<file path="src/rtl/alu_seq.sv">
// Registered ALU with valid/ready handshakes, an iterative shift-add multiplier
// and a sticky carry flag for chaining multi-word additions.
module alu_seq #(
  parameter int BUS_WIDTH      = 8,
  parameter bit USE_FLAG_CARRY = 1'b0
) (
  input  logic                 clk,
  input  logic                 reset_n,
  input  logic                 in_valid,
  output logic                 in_ready,
  input  logic [3:0]           opcode,
  input  logic [BUS_WIDTH-1:0] a,
  input  logic [BUS_WIDTH-1:0] b,
  input  logic                 carry_in,
  output logic                 out_valid,
  input  logic                 out_ready,
  output logic [BUS_WIDTH-1:0] y,
  output logic [BUS_WIDTH-1:0] y_hi,
  output logic                 carry_out,
  output logic                 borrow,
  output logic                 zero,
  output logic                 parity,
  output logic                 invalid_op
);

  localparam int W  = BUS_WIDTH;
  localparam int CW = $clog2(BUS_WIDTH);
  localparam logic [CW-1:0] LAST_STEP = CW'(W - 1);

  localparam logic [3:0] OP_ADD  = 4'd1;
  localparam logic [3:0] OP_ADDC = 4'd2;
  localparam logic [3:0] OP_SUB  = 4'd3;
  localparam logic [3:0] OP_INC  = 4'd4;
  localparam logic [3:0] OP_DEC  = 4'd5;
  localparam logic [3:0] OP_AND  = 4'd6;
  localparam logic [3:0] OP_NOT  = 4'd7;
  localparam logic [3:0] OP_ROL  = 4'd8;
  localparam logic [3:0] OP_ROR  = 4'd9;
  localparam logic [3:0] OP_OR   = 4'd10;
  localparam logic [3:0] OP_XOR  = 4'd11;
  localparam logic [3:0] OP_MUL  = 4'd12;

  typedef enum logic [1:0] {IDLE, MUL, HOLD} state_t;

  state_t          state_q, state_d;
  logic [W-1:0]    y_q, y_d, y_hi_q, y_hi_d;
  logic            carry_q, carry_d, borrow_q, borrow_d;
  logic            zero_q, zero_d, parity_q, parity_d, invalid_q, invalid_d;
  logic            carry_flag_q, carry_flag_d;
  logic [W-1:0]    mcand_q, mcand_d;
  logic [2*W-1:0]  acc_q, acc_d;
  logic [CW-1:0]   cnt_q, cnt_d;

  logic            carry_sel;
  logic [W:0]      alu_sum;
  logic [W-1:0]    alu_y;
  logic            alu_carry, alu_borrow, alu_invalid;
  logic [W:0]      mul_add;
  logic [2*W-1:0]  acc_step;
  logic            accept;
  logic            wr_en, wr_carry, wr_borrow, wr_invalid;
  logic [W-1:0]    wr_y, wr_hi;

  // Single-cycle datapath; MUL is not flagged invalid but is produced by the multiplier.
  always_comb begin
    carry_sel   = USE_FLAG_CARRY ? carry_flag_q : carry_in;
    alu_sum     = '0;
    alu_y       = '0;
    alu_carry   = 1'b0;
    alu_borrow  = 1'b0;
    alu_invalid = 1'b0;
    case (opcode)
      OP_ADD: begin
        alu_sum   = {1'b0, a} + {1'b0, b};
        alu_y     = alu_sum[W-1:0];
        alu_carry = alu_sum[W];
      end
      OP_ADDC: begin
        alu_sum   = {1'b0, a} + {1'b0, b} + {{W{1'b0}}, carry_sel};
        alu_y     = alu_sum[W-1:0];
        alu_carry = alu_sum[W];
      end
      OP_SUB: begin
        alu_y      = a - b;
        alu_borrow = (a < b);
      end
      OP_INC: begin
        alu_sum   = {1'b0, a} + {{W{1'b0}}, 1'b1};
        alu_y     = alu_sum[W-1:0];
        alu_carry = alu_sum[W];
      end
      OP_DEC: begin
        alu_y      = a - {{(W-1){1'b0}}, 1'b1};
        alu_borrow = (a == '0);
      end
      OP_AND:  alu_y = a & b;
      OP_NOT:  alu_y = ~a;
      OP_ROL:  alu_y = {a[W-2:0], a[W-1]};
      OP_ROR:  alu_y = {a[0], a[W-1:1]};
      OP_OR:   alu_y = a | b;
      OP_XOR:  alu_y = a ^ b;
      OP_MUL:  alu_y = '0;
      default: alu_invalid = 1'b1;
    endcase
  end

  assign in_ready = (state_q == IDLE) || ((state_q == HOLD) && out_ready);
  assign accept   = in_valid && in_ready;

  // The multiplier keeps {partial product, remaining multiplier bits} in one
  // register and retires one multiplier bit per step.
  assign mul_add  = {1'b0, acc_q[2*W-1:W]} + (acc_q[0] ? {1'b0, mcand_q} : {(W+1){1'b0}});
  assign acc_step = {mul_add, acc_q[W-1:1]};

  always_comb begin
    state_d      = state_q;
    y_d          = y_q;
    y_hi_d       = y_hi_q;
    carry_d      = carry_q;
    borrow_d     = borrow_q;
    zero_d       = zero_q;
    parity_d     = parity_q;
    invalid_d    = invalid_q;
    carry_flag_d = carry_flag_q;
    mcand_d      = mcand_q;
    acc_d        = acc_q;
    cnt_d        = cnt_q;
    wr_en        = 1'b0;
    wr_y         = '0;
    wr_hi        = '0;
    wr_carry     = 1'b0;
    wr_borrow    = 1'b0;
    wr_invalid   = 1'b0;

    case (state_q)
      MUL: begin
        acc_d = acc_step;
        cnt_d = cnt_q + {{(CW-1){1'b0}}, 1'b1};
        if (cnt_q == LAST_STEP) begin
          wr_en    = 1'b1;
          wr_y     = acc_step[W-1:0];
          wr_hi    = acc_step[2*W-1:W];
          wr_carry = |acc_step[2*W-1:W];
          state_d  = HOLD;
        end
      end
      default: begin
        if (accept) begin
          if (opcode == OP_MUL) begin
            mcand_d = a;
            acc_d   = {{W{1'b0}}, b};
            cnt_d   = '0;
            state_d = MUL;
          end else begin
            wr_en      = 1'b1;
            wr_y       = alu_y;
            wr_carry   = alu_carry;
            wr_borrow  = alu_borrow;
            wr_invalid = alu_invalid;
            state_d    = HOLD;
          end
        end else if ((state_q == HOLD) && out_ready) begin
          state_d = IDLE;
        end
      end
    endcase

    // Non-carry ops report carry_out=0, so loading it also clears the flag for them.
    if (wr_en) begin
      y_d       = wr_y;
      y_hi_d    = wr_hi;
      carry_d   = wr_carry;
      borrow_d  = wr_borrow;
      zero_d    = (wr_y == '0) && (wr_hi == '0);
      parity_d  = ^wr_y;
      invalid_d = wr_invalid;
      if (!wr_invalid) carry_flag_d = wr_carry;
    end
  end

  always_ff @(posedge clk or negedge reset_n) begin
    if (!reset_n) begin
      state_q      <= IDLE;
      y_q          <= '0;
      y_hi_q       <= '0;
      carry_q      <= 1'b0;
      borrow_q     <= 1'b0;
      zero_q       <= 1'b0;
      parity_q     <= 1'b0;
      invalid_q    <= 1'b0;
      carry_flag_q <= 1'b0;
      mcand_q      <= '0;
      acc_q        <= '0;
      cnt_q        <= '0;
    end else begin
      state_q      <= state_d;
      y_q          <= y_d;
      y_hi_q       <= y_hi_d;
      carry_q      <= carry_d;
      borrow_q     <= borrow_d;
      zero_q       <= zero_d;
      parity_q     <= parity_d;
      invalid_q    <= invalid_d;
      carry_flag_q <= carry_flag_d;
      mcand_q      <= mcand_d;
      acc_q        <= acc_d;
      cnt_q        <= cnt_d;
    end
  end

  assign out_valid  = (state_q == HOLD);
  assign y          = y_q;
  assign y_hi       = y_hi_q;
  assign carry_out  = carry_q;
  assign borrow     = borrow_q;
  assign zero       = zero_q;
  assign parity     = parity_q;
  assign invalid_op = invalid_q;

endmodule

</file>
<file path="config.mk">
export PLATFORM = sky130hd
export DESIGN_NAME = alu_seq
export DESIGN_NICKNAME = d
export VERILOG_FILES = /design/src/rtl/alu_seq.sv
export SDC_FILE = /design/constraint.sdc
export NUM_CORES = 1
export LEC_CHECK = 0
export ABC_AREA = 1
export BUFFER_PORTS_ARGS = -buffer_cell sky130_fd_sc_hd__buf_2
export CORE_UTILIZATION = 35
export CTS_BUF_LIST = sky130_fd_sc_hd__clkbuf_16
export DETAILED_ROUTE_END_ITERATION = 16
export SETUP_SLACK_MARGIN = 0.4
export SLEW_MARGIN = 30
export SYNTH_ARGS = -nofsm -noshare
export SYNTH_HDL_FRONTEND = slang
export SYNTH_SLANG_ARGS = --single-unit
</file>
<file path="constraint.sdc">
create_clock -name clk -period 2.9 [get_ports clk]
set_input_delay 0.145 -clock clk [delete_from_list [all_inputs] [get_ports clk]]
set_output_delay 0.145 -clock clk [all_outputs]
set_load 0.05 [all_outputs]
</file>
==> run_results.csv <==
group,metric,value,unit
synth,ys_async_sr_fraction,100,%
global_route,antenna_found_initial,0,
timing,rsz0062_at_grt,"true",
placement,dp_hpwl,12000,um
timing,worst_pin_slew,0.755,ns
clock_network,h-tree-depth,2,
cells_and_area,multiInputGateArea,0.00313,sq mm
cells_and_area,area.sequential,0.00125,sq mm
synth,synth_compound_area_share,15.3,%
global_route,grt_pass1_vias,4424,
detailed_routing,route.detailed.drc,0,
critical_path,r2r-start,"cnt_q[0]",
floorplan,dieHeight,116,um
synth,synth_seq_area_share,27.5,%
detailed_routing,wl_per_cell,16.2,um
global_route,overflow,0,
synth,synth_nets,739,
power_and_ir_drop,p_int,1.69,mW
power_and_ir_drop,clockPowerShare,20.3,%
synth,synthXorXnorAreaFrac,1.92,%
clock_network,cts_buffer_depth,2,
critical_path,endpoint_kind,"register",
clock_network,clk_latency,0.29,ns
detailed_routing,num_vias,4807,
detailed_routing,antenna_left,0,
synth,synthesis.area,0.00455,sq mm
floorplan,initial_core_util,35.9,%
timing,slew_headroom,49.6,%
floorplan,dieArea,0.0135,sq mm
synth,synth_top_area_cell,"dfrtp_1",
detailed_routing,vias_per_cell,5.23,
power_and_ir_drop,report.power.total,3.00,mW
synth,postSynthCellCount,668,
synth,synth_edf_count,0,
cells_and_area,syn2layout_area_growth,24.1,%
synth,synthDistinctLibCells,42,
run_status,outcome,"complete, no violations",
power_and_ir_drop,switching_power,1.31,mW
clock_network,cts_tree,"done",
clock_network,clock-sinks,50,
critical_path,crit_fanout,3,
placement,io_buffers,47,
timing,period_share,83.8,%
timing,setup_viol_count_final,0,
power_and_ir_drop,ir_drop,254,uV
synth,synth_common_cells,"nand2_1 (186), inv_1 (75), nand3_1 (55)",
detailed_routing,dr.pass1.iters,5,
synth,muxShareOfSynthArea,0,%
placement,gp_congestion,0.937,
synth,synth-main-ff-cell,"dfrtp_1",
critical_path,cp.arrival,2.67,ns
synth,ys_warn_count,0,
timing,fmax,411,MHz
critical_path,startpoint,"b[0]",
detailed_routing,drtIter0Drc,310,
synth,synth_simple_gate_area_share,32.9,%
synth,synthTopCellsByArea,"dfrtp_1 (27%), nand2_1 (15%), ha_1 (12%), inv_1 (6.2%), nand3_1 (6.0%)",
timing,finalHoldViolCount,0,
cells_and_area,fin_nets,817,
hold_path,hold_start,"b[7]",
hold_path,hold_class,"input port to register",
power_and_ir_drop,seqPwrFrac,34.0,%
global_route,grt_pass1_wl,22900,um
floorplan,core,0.0127,sq mm
clock_network,clk_pin_slew,0.07,ns
synth,synth_area_per_cell,6.82,sq um
clock_network,numCtsBuffers,5,
power_and_ir_drop,p_sw_share,43.6,%
critical_path,crit_type,"input port to register",
cells_and_area,n_fill_cell,1292,
power_and_ir_drop,comb_power_share,45.7,%
synth,synth_adder_area_share,13.1,%
power_and_ir_drop,p_leak,2.93,nW
critical_path,start_kind,"input port",
floorplan,fp-row-count,41,
timing,slew_viol_final,0,
timing,fin_tns_setup,0,ns
critical_path,cp.required,3.13,ns
detailed_routing,drt-total-wl,14900,um
synth,synth.most_common_cell,"nand2_1",
synth,synth_seq_cells,50,
clock_network,cts_root_buf,"clkbuf_16",
global_route,grt.total_usage,22.4,%
floorplan,die-width,116,um
timing,min_period,2.43,ns
synth,synth_top_family_by_area,"simple AND/OR/NAND/NOR gates",
timing,clock-skew-final,0.00357,ns
global_route,grt_max_degree,34,
cells_and_area,diodes,0,
floorplan,ios,48,
power_and_ir_drop,power_density,530,mW/mm^2
job,maxCapViolations,0,
synth,synth_top_area_share,27.5,%
cells_and_area,drive_gt1_share,23.3,%
## sequential cells by signal, indices dropped and copies added (netlist names)
signal and flops:
acc_q 16, mcand_q 8, y 8, y_hi 8, cnt_q 3, state_q 2, borrow 1, carry_out 1
invalid_op 1, parity 1, zero 1
## through the flow
| stage | hold WS, ns | cells | util [%] | cell area [sq um] | worst slack, ns |
|---|---|---|---|---|---|
| floorplan | -0.151 | 668 | - | 4560 | 0.401 |
| detailed placement | 0.246 | 901 | 40.6 | 5150 | 0.00485 |
| finish | 0.168 | 919 | 44.6 | 5650 | 0.469 |
| global route | 0.174 | 919 | 44.6 | 5650 | 0.288 |
| CTS | 0.166 | 910 | 42.1 | 5340 | 0.400 |
| global placement | 0.249 | 901 | 40.6 | 5140 | 0.0889 |
## routing by layer
layer	track usage, %	up-vias	wire length, um
met2	37.9	160	6990
met4	8.80	0	442
met3	2.56	31	673
met5	0	-	0
li1	-	2379	-
met1	29.2	2237	6780
## worst max-delay path, cell delays in order
cell,delay (ns)
buf_8,0.10
ha_4,0.15
fa_2,0.58
ha_4,0.15
inv_4,0.04
nor2_4,0.10
nand3_2,0.11
nor2_2,0.13
nand2_1,0.06
nand3_1,0.09
nand2_2,0.07
a21boi_2,0.13
ha_2,0.18
nand4_1,0.09
nor3_2,0.18
nand3_1,0.09
nor2_1,0.12
nand4_1,0.08
nand2_1,0.07
## worst paths after layout
check,to,slack (ns),cells past startpoint
worst max-delay path,zero,0.47,19
worst min-delay path,acc_q[7],0.17,3
worst max register to register,parity,0.53,11
worst min register to register,y_hi[0],0.47,2
max in group asynchronous,mcand_q[5],1.74,3
min in group asynchronous,acc_q[15],0.45,2
## logic make-up after synthesis
| logic type | count (synthesis) |
|---|---|
| buf+inv | 105 |
| xor+xnor | 10 |
| flops | 50 |
| compound gates | 115 |
| fa+ha+maj | 46 |
| simple gates | 342 |
## power groups by stage
| stage | Clock [mW] | Combinational (mW) | Sequential (mW) |
|---|---|---|---|
| after global routing | 0.645 | 1.51 | 1.05 |
| after floorplan | 0 | 0.766 | 1.14 |
| after global placement | 0 | 1.25 | 1.03 |
| final | 0.607 | 1.37 | 1.02 |
| after detailed placement | 0 | 1.27 | 1.03 |
| after CTS | 0.620 | 1.28 | 1.02 |
## layout make-up
class,count,share of cell area (%)
clock buffers,5,2.21
clock inverters,3,0.509
inverters,90,6.09
multi-input cells,513,55.5
flip-flops and latches,50,22.1
well taps,172,3.81
repair buffers,86,9.75
## placed cells by master (no fill, tap or decap), types with 3 or more instances in the layout
cell type  count
a21oi_1       21
a21oi_2        8
a22o_1         6
a31oi_1        3
a32o_1         3
buf_2         45
buf_4         38
clkbuf_16      5
dfrtp_1       50
ha_1          32
ha_2           5
ha_4           6
inv_1         73
inv_2         14
nand2_1      182
nand2_2       10
nand3_1       48
nand3_2        7
nand4_1       22
nor2_1        42
nor2_2         8
nor2_4         7
nor3_1         6
o21ai_0       39
o21ai_1        6
o21bai_1       3
o221ai_1       7
o22ai_1       10
or2_2          3
xnor2_1        3
xor2_1         5
## repair_timing
item,CTS,global route
pin swaps,5,29
setup buffers,0,9
setup endpoints to repair,2,2
hold buffers,1,0
gates resized for setup,7,58
hold endpoints to repair,32,0
No activity file was read; power rests on OpenSTA's default activity.
